[src/rtl/flow_ctrl_pkg.sv]
// flow_ctrl_pkg: state encoding, state width and threshold defaults for flow_ctrl_fsm
package flow_ctrl_pkg;
    localparam int STATE_W = 3;
    localparam int TH_HI_DEFAULT = 6;
    localparam int TH_LO_DEFAULT = 2;
    typedef enum logic [STATE_W-1:0] {
        ST_RESET  = 3'd0,
        ST_INIT   = 3'd1,
        ST_IDLE   = 3'd2,
        ST_ACTIVE = 3'd3,
        ST_ERROR  = 3'd4
    } state_t;
endpackage

[src/rtl/flow_ctrl_hyst.sv]
// flow_ctrl_hyst: one channel's pause hysteresis with a one-cycle resume pulse on release
module flow_ctrl_hyst #(
    parameter int LEVEL_W = 4
) (
    input  logic               clk,
    input  logic               reset,
    input  logic [LEVEL_W-1:0] level,
    input  logic [LEVEL_W-1:0] th_hi,
    input  logic [LEVEL_W-1:0] th_lo,
    input  logic               upd,
    input  logic               set_on,
    input  logic               clr,
    output logic               pause,
    output logic               resume
);
    logic nxt;
    always_comb nxt = (level >= th_hi) ? 1'b1 : (level <= th_lo) ? 1'b0 : pause;
    // forced clears and sets never produce a resume pulse
    always_ff @(posedge clk) begin
        if (!reset || clr) begin
            pause  <= 1'b0;
            resume <= 1'b0;
        end else if (set_on) begin
            pause  <= 1'b1;
            resume <= 1'b0;
        end else if (upd) begin
            pause  <= nxt;
            resume <= pause & ~nxt;
        end else begin
            resume <= 1'b0;
        end
    end
endmodule

[src/rtl/flow_ctrl_fsm.sv]
// flow_ctrl_fsm: multi-channel FIFO flow control with hysteresis pause and sticky error handling
// FLOW_CTRL_ERR_CNT_EN adds per-channel 8-bit saturating fifo_error counters on err_cnt.
module flow_ctrl_fsm
    import flow_ctrl_pkg::*;
#(
    parameter int NUM_CH    = 4,
    parameter int LEVEL_W   = 4,
    parameter int TH_HI_DEF = TH_HI_DEFAULT,
    parameter int TH_LO_DEF = TH_LO_DEFAULT
) (
    input  logic                      clk,
    input  logic                      reset,
    input  logic                      init,
    input  logic [LEVEL_W-1:0]        th_hi_in,
    input  logic [LEVEL_W-1:0]        th_lo_in,
    input  logic [NUM_CH*LEVEL_W-1:0] fifo_level,
    input  logic [NUM_CH-1:0]         fifo_empty,
    input  logic [NUM_CH-1:0]         fifo_full,
    input  logic [NUM_CH-1:0]         fifo_error,
    input  logic                      err_clear,
    output logic [NUM_CH-1:0]         pause,
    output logic [NUM_CH-1:0]         resume,
    output logic [NUM_CH-1:0]         error_full,
    output logic                      idle,
    output logic [STATE_W-1:0]        state
`ifdef FLOW_CTRL_ERR_CNT_EN
    ,
    output logic [NUM_CH*8-1:0]       err_cnt
`endif
);
    state_t             st, nxt;
    logic [NUM_CH-1:0]  hit;
    logic               work, to_err, upd, clr;
    logic [LEVEL_W-1:0] th_hi, th_lo;

    assign state = st;

    // init outranks error detection, which outranks the all-empty return to IDLE
    always_comb begin
        hit    = fifo_error | fifo_full;
        work   = st == ST_IDLE || st == ST_ACTIVE;
        to_err = work && !init && |hit;
        nxt    = ST_RESET;
        case (st)
            ST_RESET:           nxt = ST_INIT;
            ST_INIT:            nxt = init ? ST_INIT : ST_IDLE;
            ST_IDLE, ST_ACTIVE: nxt = init ? ST_INIT : |hit ? ST_ERROR : &fifo_empty ? ST_IDLE : ST_ACTIVE;
            ST_ERROR:           nxt = init ? ST_INIT : err_clear ? ST_IDLE : ST_ERROR;
            default:            nxt = ST_RESET;
        endcase
        upd = st == ST_ACTIVE && nxt == ST_ACTIVE;
        clr = nxt != ST_ACTIVE && nxt != ST_ERROR;
    end

    always_ff @(posedge clk) begin
        if (!reset) begin
            st         <= ST_RESET;
            idle       <= 1'b0;
            error_full <= '0;
            th_hi      <= LEVEL_W'(TH_HI_DEF);
            th_lo      <= LEVEL_W'(TH_LO_DEF);
        end else begin
            st         <= nxt;
            idle       <= nxt == ST_IDLE;
            error_full <= nxt == ST_ERROR ? error_full | (to_err ? hit : '0) : '0;
            if (st == ST_INIT && th_lo_in < th_hi_in) begin
                th_hi <= th_hi_in;
                th_lo <= th_lo_in;
            end
        end
    end

`ifdef FLOW_CTRL_ERR_CNT_EN
    always_ff @(posedge clk) begin
        for (int i = 0; i < NUM_CH; i++) begin
            if (!reset || st == ST_INIT || nxt == ST_INIT)
                err_cnt[i*8 +: 8] <= '0;
            else if (work && fifo_error[i] && err_cnt[i*8 +: 8] != 8'hff)
                err_cnt[i*8 +: 8] <= err_cnt[i*8 +: 8] + 8'd1;
        end
    end
`endif

    for (genvar i = 0; i < NUM_CH; i++) begin : g_ch
        flow_ctrl_hyst #(.LEVEL_W(LEVEL_W)) u_hyst (
            .clk    (clk),
            .reset  (reset),
            .level  (fifo_level[i*LEVEL_W +: LEVEL_W]),
            .th_hi  (th_hi),
            .th_lo  (th_lo),
            .upd    (upd),
            .set_on (to_err),
            .clr    (clr),
            .pause  (pause[i]),
            .resume (resume[i])
        );
    end
endmodule

[config.mk]
export PLATFORM = sky130hd
export DESIGN_NAME = flow_ctrl_fsm
export DESIGN_NICKNAME = d
export VERILOG_FILES = /design/src/rtl/flow_ctrl_pkg.sv /design/src/rtl/flow_ctrl_hyst.sv /design/src/rtl/flow_ctrl_fsm.sv
export SDC_FILE = /design/constraint.sdc
export NUM_CORES = 1
export LEC_CHECK = 0
export BUFFER_PORTS_ARGS = -buffer_cell sky130_fd_sc_hd__buf_2
export CAP_MARGIN = 10
export CORE_ASPECT_RATIO = 1.4
export CORE_MARGIN = 2
export CORE_UTILIZATION = 50
export CTS_CLUSTER_SIZE = 14
export DETAILED_ROUTE_END_ITERATION = 8
export GPL_TIMING_DRIVEN = 0
export PLACE_DENSITY = 0.77
export SLEW_MARGIN = 20
export SYNTH_ARGS = -nofsm -noshare
export SYNTH_HDL_FRONTEND = slang
export SYNTH_SLANG_ARGS = --single-unit
[constraint.sdc]
create_clock -name clk -period 1.9 [get_ports clk]
set_input_delay 0 -clock clk [delete_from_list [all_inputs] [get_ports clk]]
set_output_delay 0 -clock clk [all_outputs]
set_load 0.01 [all_outputs]
# Word level (Yosys, flattened, before mapping)
# Index checks and enable logic that the tools add are counted.
# Widths: inputs -> output; s select.
# word_totals
regBits	24
out_inout_bits	16
# op_classes
magnitude_cmp	9
n_eq_ne	9
n_mux	24
n_bitwise	11
reduce_logical	16
# op_table
op	count
$mux 1	17
$ge 4x4->1	4
$le 4x4->1	4
$eq 3x2->1 const B	4
$mux 3	4
$pmux 3 s4	1
$or 4x4->4	2
$eq 3x3->1 const B	2
$logic_and 1x1->1	5
$not 1->1	5
$and 1x1->1	4
$lt 4x4->1	1
$mux 4	1
$reduce_and 4->1	1
$reduce_or 4->1	1
$eq 3x1->1 const B	1
$logic_not 3->1	1
$ne 3x2->1 const B	1
$ne 3x3->1 const B	1
$reduce_or 3->1	1
$logic_not 1->1	2
$logic_or 1x1->1	2
$mux 2	1
$reduce_and 2->1	1
other kinds (2)	2

# Logic depth before layout (Yosys ltp)
# Gate-level depths: netlist (run 1).
# depth
depth_word	9
ltp_mapped	7
depth_no_buf	7

# Hierarchy
# A second synthesis (run 1) with hierarchy kept.
# hier_totals
cells_unflattened	242
hier_area_um2	2001.9
# modules_own_cells
module	instances	cells_each	area_each_um2	seq_area_each_um2
flow_ctrl_hyst	4	33	269.0	40.0
flow_ctrl_fsm	1	110	925.9	320.3

# Worst setup path before layout (run 1)
# OpenSTA, ideal clock, no wires.
# synth_timing
path_type	reg2reg
start	reg st[1], in the netlist state[1]
end	reg g_ch[0].u_hyst.pause
setup_ns	0.128
t_arrival_ns	1.488
required_ns	1.772
slack_ns	0.284
path_stages_with_launch	6
period_less_slack_ns	1.616
path_cell_list	dfxtp_1 > nor3b_2 > a21bo_2 > o21ai_2 > mux2i_1 > a21oi_1
# synth_via
elab_chain_cells	6
word_cells_on_any_way	18
cone_classes	7 x eq/ne; 2 x mux; 9 x reduce/logical
# synth_lines
item	line_no	source
from (decl)	flow_ctrl_fsm.sv:31	state_t st, nxt;
from (signal assigned)	flow_ctrl_fsm.sv:63	st <= nxt;
$eq 3x2->1, on equally long branches	flow_ctrl_fsm.sv:41, flow_ctrl_fsm.sv:44, flow_ctrl_fsm.sv:51	
$reduce_or 2->1	flow_ctrl_fsm.sv:44	case (st)
$pmux 3 s4	flow_ctrl_fsm.sv:44	
$eq 3x2->1 (tied with other cells)	flow_ctrl_fsm.sv:51	upd = st == ST_ACTIVE && nxt == ST_ACTIVE;
$logic_and 1x1->1, on equally long branches	flow_ctrl_fsm.sv:51, flow_ctrl_fsm.sv:52	
$reduce_bool 2->1 (no line) or $logic_or 1x1->1 (tied branches)	-	
to (signal assigned)	flow_ctrl_hyst.sv:27	pause <= nxt;
to (decl)	flow_ctrl_hyst.sv:13	output logic pause,
# Several ways; a longest one is shown, not always the timed one.
# A chain may end at the register's enable or synchronous reset.

# Final worst setup path (run 1)
# layout_timing
start	reg st[1], in the netlist state[1]
end	reg g_ch[1].u_hyst.resume
# layout_via
elab_chain_cells	7
word_cells_on_any_way	18
cone_classes	7 x eq/ne; 1 x mux; 1 x bitwise; 9 x reduce/logical
# layout_lines
item	line_no	source
$eq 3x2->1, on equally long branches	flow_ctrl_fsm.sv:41, flow_ctrl_fsm.sv:44, flow_ctrl_fsm.sv:51	
$reduce_or 2->1	flow_ctrl_fsm.sv:44	
$pmux 3 s4	flow_ctrl_fsm.sv:44	
$ne 3x2->1 (tied with other cells)	flow_ctrl_fsm.sv:52	clr = nxt != ST_ACTIVE && nxt != ST_ERROR;
$logic_and 1x1->1, on equally long branches	flow_ctrl_fsm.sv:52, flow_ctrl_fsm.sv:51	
$logic_or 1x1->1 or $not 1->1 (tied branches)	-	
$reduce_or 3->1 (no line) *	-	
to (signal assigned)	flow_ctrl_hyst.sv:28	resume <= pause & ~nxt;
to (decl)	flow_ctrl_hyst.sv:14	output logic resume
# Mark *: on every way between the ends. The rest lies on a longest branch, timed or not.

==> metrics.yaml, run 1 <==
dieArea_um2: 4400
final.setup.worst_slack_ns: 0.109
timing.hold.ws_ns: -0.00370
hold_path_end: "th_lo[0]"
setup_violations: 0
worstPathArrival_ns: 1.94
power_density_nw_per_um2: 494
postRouteAntennaNets: 0
place.gp.congestion: 0.842
layout_min_cycle_time_ns: 1.79
clock_latency_ns: 0.26
rrSetupSlack_ns: 0.11
netlist_instances: 219
pin_count: 56
max_freq_ghz: 0.558
drc: 0
slew_headroom_pct: 49.9
violations: "hold timing"
synth_nets: 294
grt_pass1_wl_um: 6980
layout_commonest_cell: "buf_2"
hpwl_um: 3370
finalHoldViolations: 1
leakagePower_uw: 0.00115
die_x_um: 56.7
path_buf_inv: 0
grt_pass1_vias: 1679
synth_ff_type: "dfxtp_1"
core_area_um2: 3680
final_cell_mix: "buf_2, ha_1, dfxtp_1"
num_vias: 1774
tritoncts: "yes"
clock_path_buffers: 2
cts_buffers: 3
initial_core_util_pct: 52.8
hold_depth: 3
rows: 26
critPathRequiredTime_ns: 2.05
critical_path_class: "reg -> reg"
cts_root_buf: "clkbuf_8"
worst_pin_slew_ns: 0.745
first_iter_violations: 20
ys_seq_area_share_pct: 24.8
slowest_stage: "dfxtp_1"
fp.dieH_um: 77.7
rr_worst_depth: 5
worstSetupEndpointType: "register"
post-place-ws_ns: -0.0521
finClkSkew_ns: 0.00443
synth_area_um2: 1940
clkTransAtPathRegs_ns: 0.08
overflow: 0
fillers: 337
layout.nets: 358
report.final.slew_viol_count: 0
drt_wl_total_um: 4220
synth_seq_cells: 24
ir_drop_uv: 492
startpoint_type: "register"
slowest_delay_ns: 0.50
grt_max_degree: 13
ys_async_sr_fraction_pct: 0
areaGrowthSynthToFinish_pct: 21.6
min_from: "th_lo_in[0]"
path_cells: "nor3b_4 -> nand2_1 -> nor3_1 -> nand2_1 -> nor4bb_1"
r2r_end: "g_ch[1].u_hyst.resume"
fin_crit_sh_pct: 94.3
syn_avg_cell_area_um2: 8.86
synth_cell_type_count: 40
crit_top_cell: "nand2_1"
holdCritPathClass: "in -> reg"
antenna_found_initial: 0
critPathMaxFanout: 8
outcome: "complete, but fails checks"
r2r_start: "state[1]"
n_antenna_cell: 0
setup_tns_ns: 0
ys_warn_count: 0
groute.usage.overall_pct: 19.6
wl_per_cell_um: 13.1
firstDrtPassIters: 4
io_buffers: 54
drive_gt1_share_pct: 30.6
via_per_inst: 5.49
crit_family: "simple AND/OR/NAND/NOR gates"
cts_num_sinks: 24
maxCapViolations: 0
synth_edf_count: 0
htree_num_levels: 1
==> Yosys cell counts (all sizes together) (2+ instances only) <==
cell,instances,area (µm²)
ha,35,438
dfxtp,24,480
inv,21,78.8
a21oi,18,90.1
o21ai,17,88.8
nand2,14,52.6
mux2i,11,110
buf,9,65.1
nor2b,8,50.1
o21a,7,52.6
and2b,6,52.6
nand2b,6,37.5
a2111oi,4,53.8
nand4,4,25.0
nor3,3,15.0
nor4,3,18.8
o211ai,3,22.5
or2,3,18.8
a21o,2,15.0
and4b,2,20.0
nand3,2,10.0
nand3b,2,15.0
nor4bb,2,20.0
==> layer usage <==
metal | share of wire (%) | global-route usage, % | vias up | wire length [µm]
li1 | - | - | 911 | -
met1 | 42 | 22.5 | 810 | 1790
met2 | 52 | 37.0 | 47 | 2200
met3 | 4.5 | 2.83 | 6 | 190
met4 | 1.1 | 4.76 | 0 | 45
met5 | 0 | 0 | - | 0
==> what timing repair did <==
item	4_1_cts	5_1_grt
gates resized for setup	1	3
pin swaps	0	1
hold buffers	2	0
endpoints found under the setup margin	5	13
buffers inserted	0	3
hold endpoints to repair	2	0
==> cells by family after synthesis <==
| group | count (synthesis) | share of synthesized area [%] |
|---|---|---|
| compound gates | 58 | 19.7 |
| fa+ha+maj | 35 | 22.6 |
| mux | 11 | 5.67 |
| flops | 24 | 24.8 |
| simple gates | 60 | 19.3 |
| buf+inv | 31 | 7.93 |
==> worst min-delay path: cells and delay by family <==
kind                   cells  cell delay (ns)
buffers and inverters      1             0.10
and+or+nand+nor            1             0.05
muxes                      1             0.06
==> flip-flops by register name, summed over array words and instances, names as in the netlist <==
register and count:
g_ch.u_hyst.resume 4, th_lo 4, state 3, idle 1, g_ch.u_hyst.pause 4, th_hi 4
error_full 4
==> worst max path at each step <==
stage             start                     to  cells past startpoint
3_5_place_dp   state[1]   g_ch[2].u_hyst.pause                      6
5_1_grt        state[1]  g_ch[1].u_hyst.resume                      5
3_3_place_gp   state[1]   g_ch[3].u_hyst.pause                      6
6_report       state[1]  g_ch[1].u_hyst.resume                      5
2_1_floorplan  state[1]   g_ch[0].u_hyst.pause                      5
4_1_cts        state[1]   g_ch[2].u_hyst.pause                      6
==> report_power, final <==
part / internal, µW / leakage [µW] / switching [µW]
Combinational: 170 / 0.000937 / 165
Clock: 142 / 0.0000216 / 157
Sequential: 518 / 0.000195 / 15.7
Total: 830 / 0.00115 / 337
==> area by class of cell <==
| type | count | area, µm² | area share [%] |
|---|---|---|---|
| inverter | 21 | 78.8 | 3.34 |
| timing repair buffer | 59 | 313 | 13.3 |
| sequential | 24 | 482 | 20.4 |
| multi-input combinational | 164 | 1320 | 55.8 |
| clock buffer | 3 | 41.3 | 1.75 |
| tap | 42 | 52.6 | 2.23 |
| buffer | 10 | 75.1 | 3.18 |
==> stage by stage <==
step                      hold slack (ns)  area (µm²)  power [µW]  utilization, %  cells
after floorplan                     0.142        1940         762               -    219
after global placement              0.264        2260         857            61.6    315
after detailed placement            0.269        2260         867            61.6    315
after CTS                         0.00119        2330        1170            63.4    320
after global routing              0.00132        2360        1240            64.2    323
final                            -0.00370        2360        1170            64.2    323
No activity file was read; power rests on OpenSTA's default activity.
==> run 2: changes to the inputs <==
CORE_UTILIZATION = 52   (was 50)
PLACE_DENSITY = 0.8   (was 0.77)
SETUP_SLACK_MARGIN = 0.5   (was default)
==> metrics.yaml, run 2 (same netlist as run 1, synthesis figures left out) <==
fin_crit_sh_pct: 85.3
clock_latency_ns: 0.27
finalHoldViolations: 0
areaGrowthSynthToFinish_pct: 47.5
layout_min_cycle_time_ns: 1.62
p_total_uw: 1320
worst_pin_slew_ns: 0.768
startpoint_type: "register"
cts_root_buf: "clkbuf_8"
cts_buffers: 3
finalNonFillerCells: 345
setup_violations: 0
pin_count: 56
ir_drop_uv: 418
clkTransAtPathRegs_ns: 0.09
wl_per_cell_um: 15.4
drt_wl_total_um: 5300
drc: 0
critPathRequiredTime_ns: 2.09
leakagePower_uw: 0.00129
io_buffers: 54
slew_headroom_pct: 48.3
final_area_um2: 2860
rrSetupSlack_ns: 0.28
critical_path_class: "reg -> reg"
die_x_um: 55.6
cts_num_sinks: 24
htree_num_levels: 1
drive_gt1_share_pct: 49.8
timing.hold.ws_ns: 0.0545
report.final.slew_viol_count: 0
worstPathArrival_ns: 1.81
maxCapViolations: 0
layout_commonest_cell: "buf_2"
overflow: 0
place_area_um2: 2410
power_density_nw_per_um2: 460
rows: 26
antenna_found_initial: 0
via_per_inst: 5.61
critPathMaxFanout: 4
layout.nets: 379
clock_path_buffers: 2
initial_core_util_pct: 53.7
fillers: 247
grt_pass1_vias: 1919
grt_pass1_wl_um: 8340
place.gp.congestion: 0.835
num_vias: 1935
first_iter_violations: 34
dieArea_um2: 4240
firstDrtPassIters: 4
holdCritPathClass: "in -> reg"
max_freq_ghz: 0.617
hpwl_um: 3550
groute.usage.overall_pct: 24.2
hold_depth: 3
outcome: "finished, final reports clean"
dp.cells: 315
n_antenna_cell: 0
fp.dieH_um: 76.3
postRouteAntennaNets: 0
final_cell_mix: "buf_2, buf_4, ha_1"
setup_tns_ns: 0
rr_worst_depth: 7
core_area_um2: 3610
tritoncts: "yes"
grt_max_degree: 14
rsz0062_at_grt: "true"
worstSetupEndpointType: "register"
finClkSkew_ns: 0.00460
## run 2: power breakdown
group | switching (µW) | leakage (µW) | total (µW) | internal, µW
Combinational | 219 | 0.00107 | 457 | 238
Clock | 175 | 0.0000228 | 325 | 150
Sequential | 16.6 | 0.000197 | 534 | 517
## run 2: metrics by stage
| step | setup WS [ns] | util [%] |
|---|---|---|
| CTS | 0.282 | 74.4 |
| global placement | 0.172 | 66.8 |
| global route | 0.178 | 79.3 |
| detailed placement | 0.132 | 66.8 |
| finish | 0.279 | 79.3 |
| floorplan | 0.434 | - |
## run 2: cell type report
cell class                      instances  area [µm²]  area share [%]
Buffer                                 10        75.1            2.62
Clock buffer                            4        45.0            1.57
Inverter                               21        86.3            3.02
Sequential cell                        24         502            17.5
Timing Repair Buffer                   80         482            16.8
Tap cell                               42        52.6            1.84
Multi-Input combinational cell        164        1620            56.6
## run 2: critical path: stages, from the launching register on
cell	delay (ns)
dfxtp_2	0.34
inv_4	0.11
ha_4	0.21
nor2b_1	0.12
o21a_1	0.16
o21a_1	0.16
o211ai_1	0.20
nor4bb_2	0.23
## run 2: metal layers
layer,up-vias,wire (µm),track usage (%)
li1,958,-,-
met1,901,2080,27.0
met2,62,2870,46.3
met3,14,209,2.89
met4,0,137,7.56
met5,-,0,0
## run 2: path summary, 6_finish.rpt
path,from,to
min,fifo_error[1],error_full[1]
max,th_lo[1],g_ch[2].u_hyst.resume
min reg2reg,error_full[1],error_full[1]
max reg2reg,th_lo[1],g_ch[2].u_hyst.resume
## run 2: what timing repair did
action,CTS,global route
setup endpoints to repair,21,23
buffers inserted,13,8
hold endpoints to repair,5,0
pin swaps,9,8
hold buffers,5,0
gates resized for setup,22,24
==> run 3: changes to the inputs <==
PLACE_DENSITY = 0.88   (was 0.8)
SETUP_SLACK_MARGIN = 0.2   (was 0.5)
==> metrics.yaml, run 3 (same netlist as run 1, synthesis figures left out) <==
n_antenna_cell: 0
antenna_found_initial: 0
ir_drop_uv: 559
drive_gt1_share_pct: 36.8
final.setup.worst_slack_ns: 0.238
via_per_inst: 5.62
slew_headroom_pct: 64.1
place.gp.congestion: 0.826
layout.nets: 361
drt_wl_total_um: 4900
cts_buffers: 3
worstSetupEndpointType: "register"
layout_min_cycle_time_ns: 1.66
grt_pass1_wl_um: 7550
multiInputGateArea_um2: 1410
worst_pin_slew_ns: 0.534
fillers: 278
pin_count: 56
max_freq_ghz: 0.602
critical_path_class: "reg -> reg"
die_x_um: 55.6
areaGrowthSynthToFinish_pct: 30.9
initial_core_util_pct: 53.7
clkTransAtPathRegs_ns: 0.09
grt_max_degree: 15
fin_crit_sh_pct: 87.5
critPathRequiredTime_ns: 2.06
io_buffers: 54
postRouteAntennaNets: 0
grt_pass1_vias: 1777
tritoncts: "yes"
drc: 0
wl_per_cell_um: 15.0
hold_depth: 3
core_area_um2: 3610
setup_tns_ns: 0
groute.usage.overall_pct: 22.4
firstDrtPassIters: 4
final_cell_mix: "buf_2, ha_1, dfxtp_1"
finClkSkew_ns: 0.000911
dieArea_um2: 4240
num_vias: 1839
startpoint_type: "register"
maxCapViolations: 0
rr_worst_depth: 6
overflow: 0
rrSetupSlack_ns: 0.24
cts_root_buf: "clkbuf_8"
first_iter_violations: 48
cts_num_sinks: 24
outcome: "finished, final reports clean"
rows: 26
holdCritPathClass: "in -> reg"
worstPathArrival_ns: 1.83
fp.dieH_um: 76.3
post-place-ws_ns: 0.0126
htree_num_levels: 1
rsz0062_at_grt: "false"
leakagePower_uw: 0.00119
p_total_uw: 1380
report.final.slew_viol_count: 0
clock_latency_ns: 0.28
regArea_um2: 490
hpwl_um: 3540
critPathMaxFanout: 5
setup_violations: 0
layout_commonest_cell: "buf_2"
clock_path_buffers: 2
finalHoldViolations: 0
power_density_nw_per_um2: 543
## run 3: changes by cell type in the layout (fill, tap and decap cells not counted), moves of 5 or more
cell     before  now
ha_1         27   33
ha_4          8    2
dfxtp_1      15   20
buf_4        28   10
inv_1        14   19
## run 3: critical path, cell delays in order (launching register included)
cell and delay [ns]:
dfxtp_4 0.38, ha_1 0.26, nand2b_1 0.17, a2111oi_2 0.36, o21ai_1 0.12, mux2i_1 0.18
a21oi_1 0.09
## run 3: area by class of cell
| type | count | area share [%] |
|---|---|---|
| Buffer | 10 | 2.96 |
| Clock buffer | 3 | 1.63 |
| Clock inverter | 1 | 1.18 |
| Inverter | 21 | 3.20 |
| Multi-Input combinational cell | 164 | 55.7 |
| Sequential cell | 24 | 19.3 |
| Tap cell | 42 | 2.07 |
| Timing Repair Buffer | 62 | 14.0 |
## run 3: path summary, 6_finish.rpt
| path | from | end |
|---|---|---|
| max | th_hi[0] | g_ch[3].u_hyst.pause |
| min | fifo_error[1] | error_full[1] |
| max reg2reg | th_hi[0] | g_ch[3].u_hyst.pause |
| min reg2reg | error_full[2] | error_full[2] |
## run 3: power by group
| group | switching [µW] | internal, µW |
|---|---|---|
| clock | 178 | 282 |
| sequential | 18.4 | 518 |
| combinational | 189 | 194 |
## run 3: what timing repair did
item / in CTS / in global routing
setup endpoints to repair: 17 / 17
gates resized for setup: 9 / 22
setup buffers: 1 / 2
hold endpoints to repair: 5 / 0
pin swaps: 1 / 5
hold buffers: 5 / 0
## run 3: per-layer routing
layer  vias up  track usage [%]  part of all wire, %
li1        929                -                    -
met1       845             24.7                   40
met2        56             41.7                   54
met3         9             2.89                  4.6
met4         0             9.76                  1.9
met5         -                0                    0
## run 3: stage by stage
stage	instance area, µm²	hold WS, ns	utilization, %	std cells
2_1_floorplan	1940	0.142	-	219
5_1_grt	2540	0.0549	70.3	327
3_5_place_dp	2260	0.277	62.7	315
3_3_place_gp	2260	0.263	62.7	315
6_report	2540	0.0468	70.3	327
4_1_cts	2430	0.0386	67.4	325
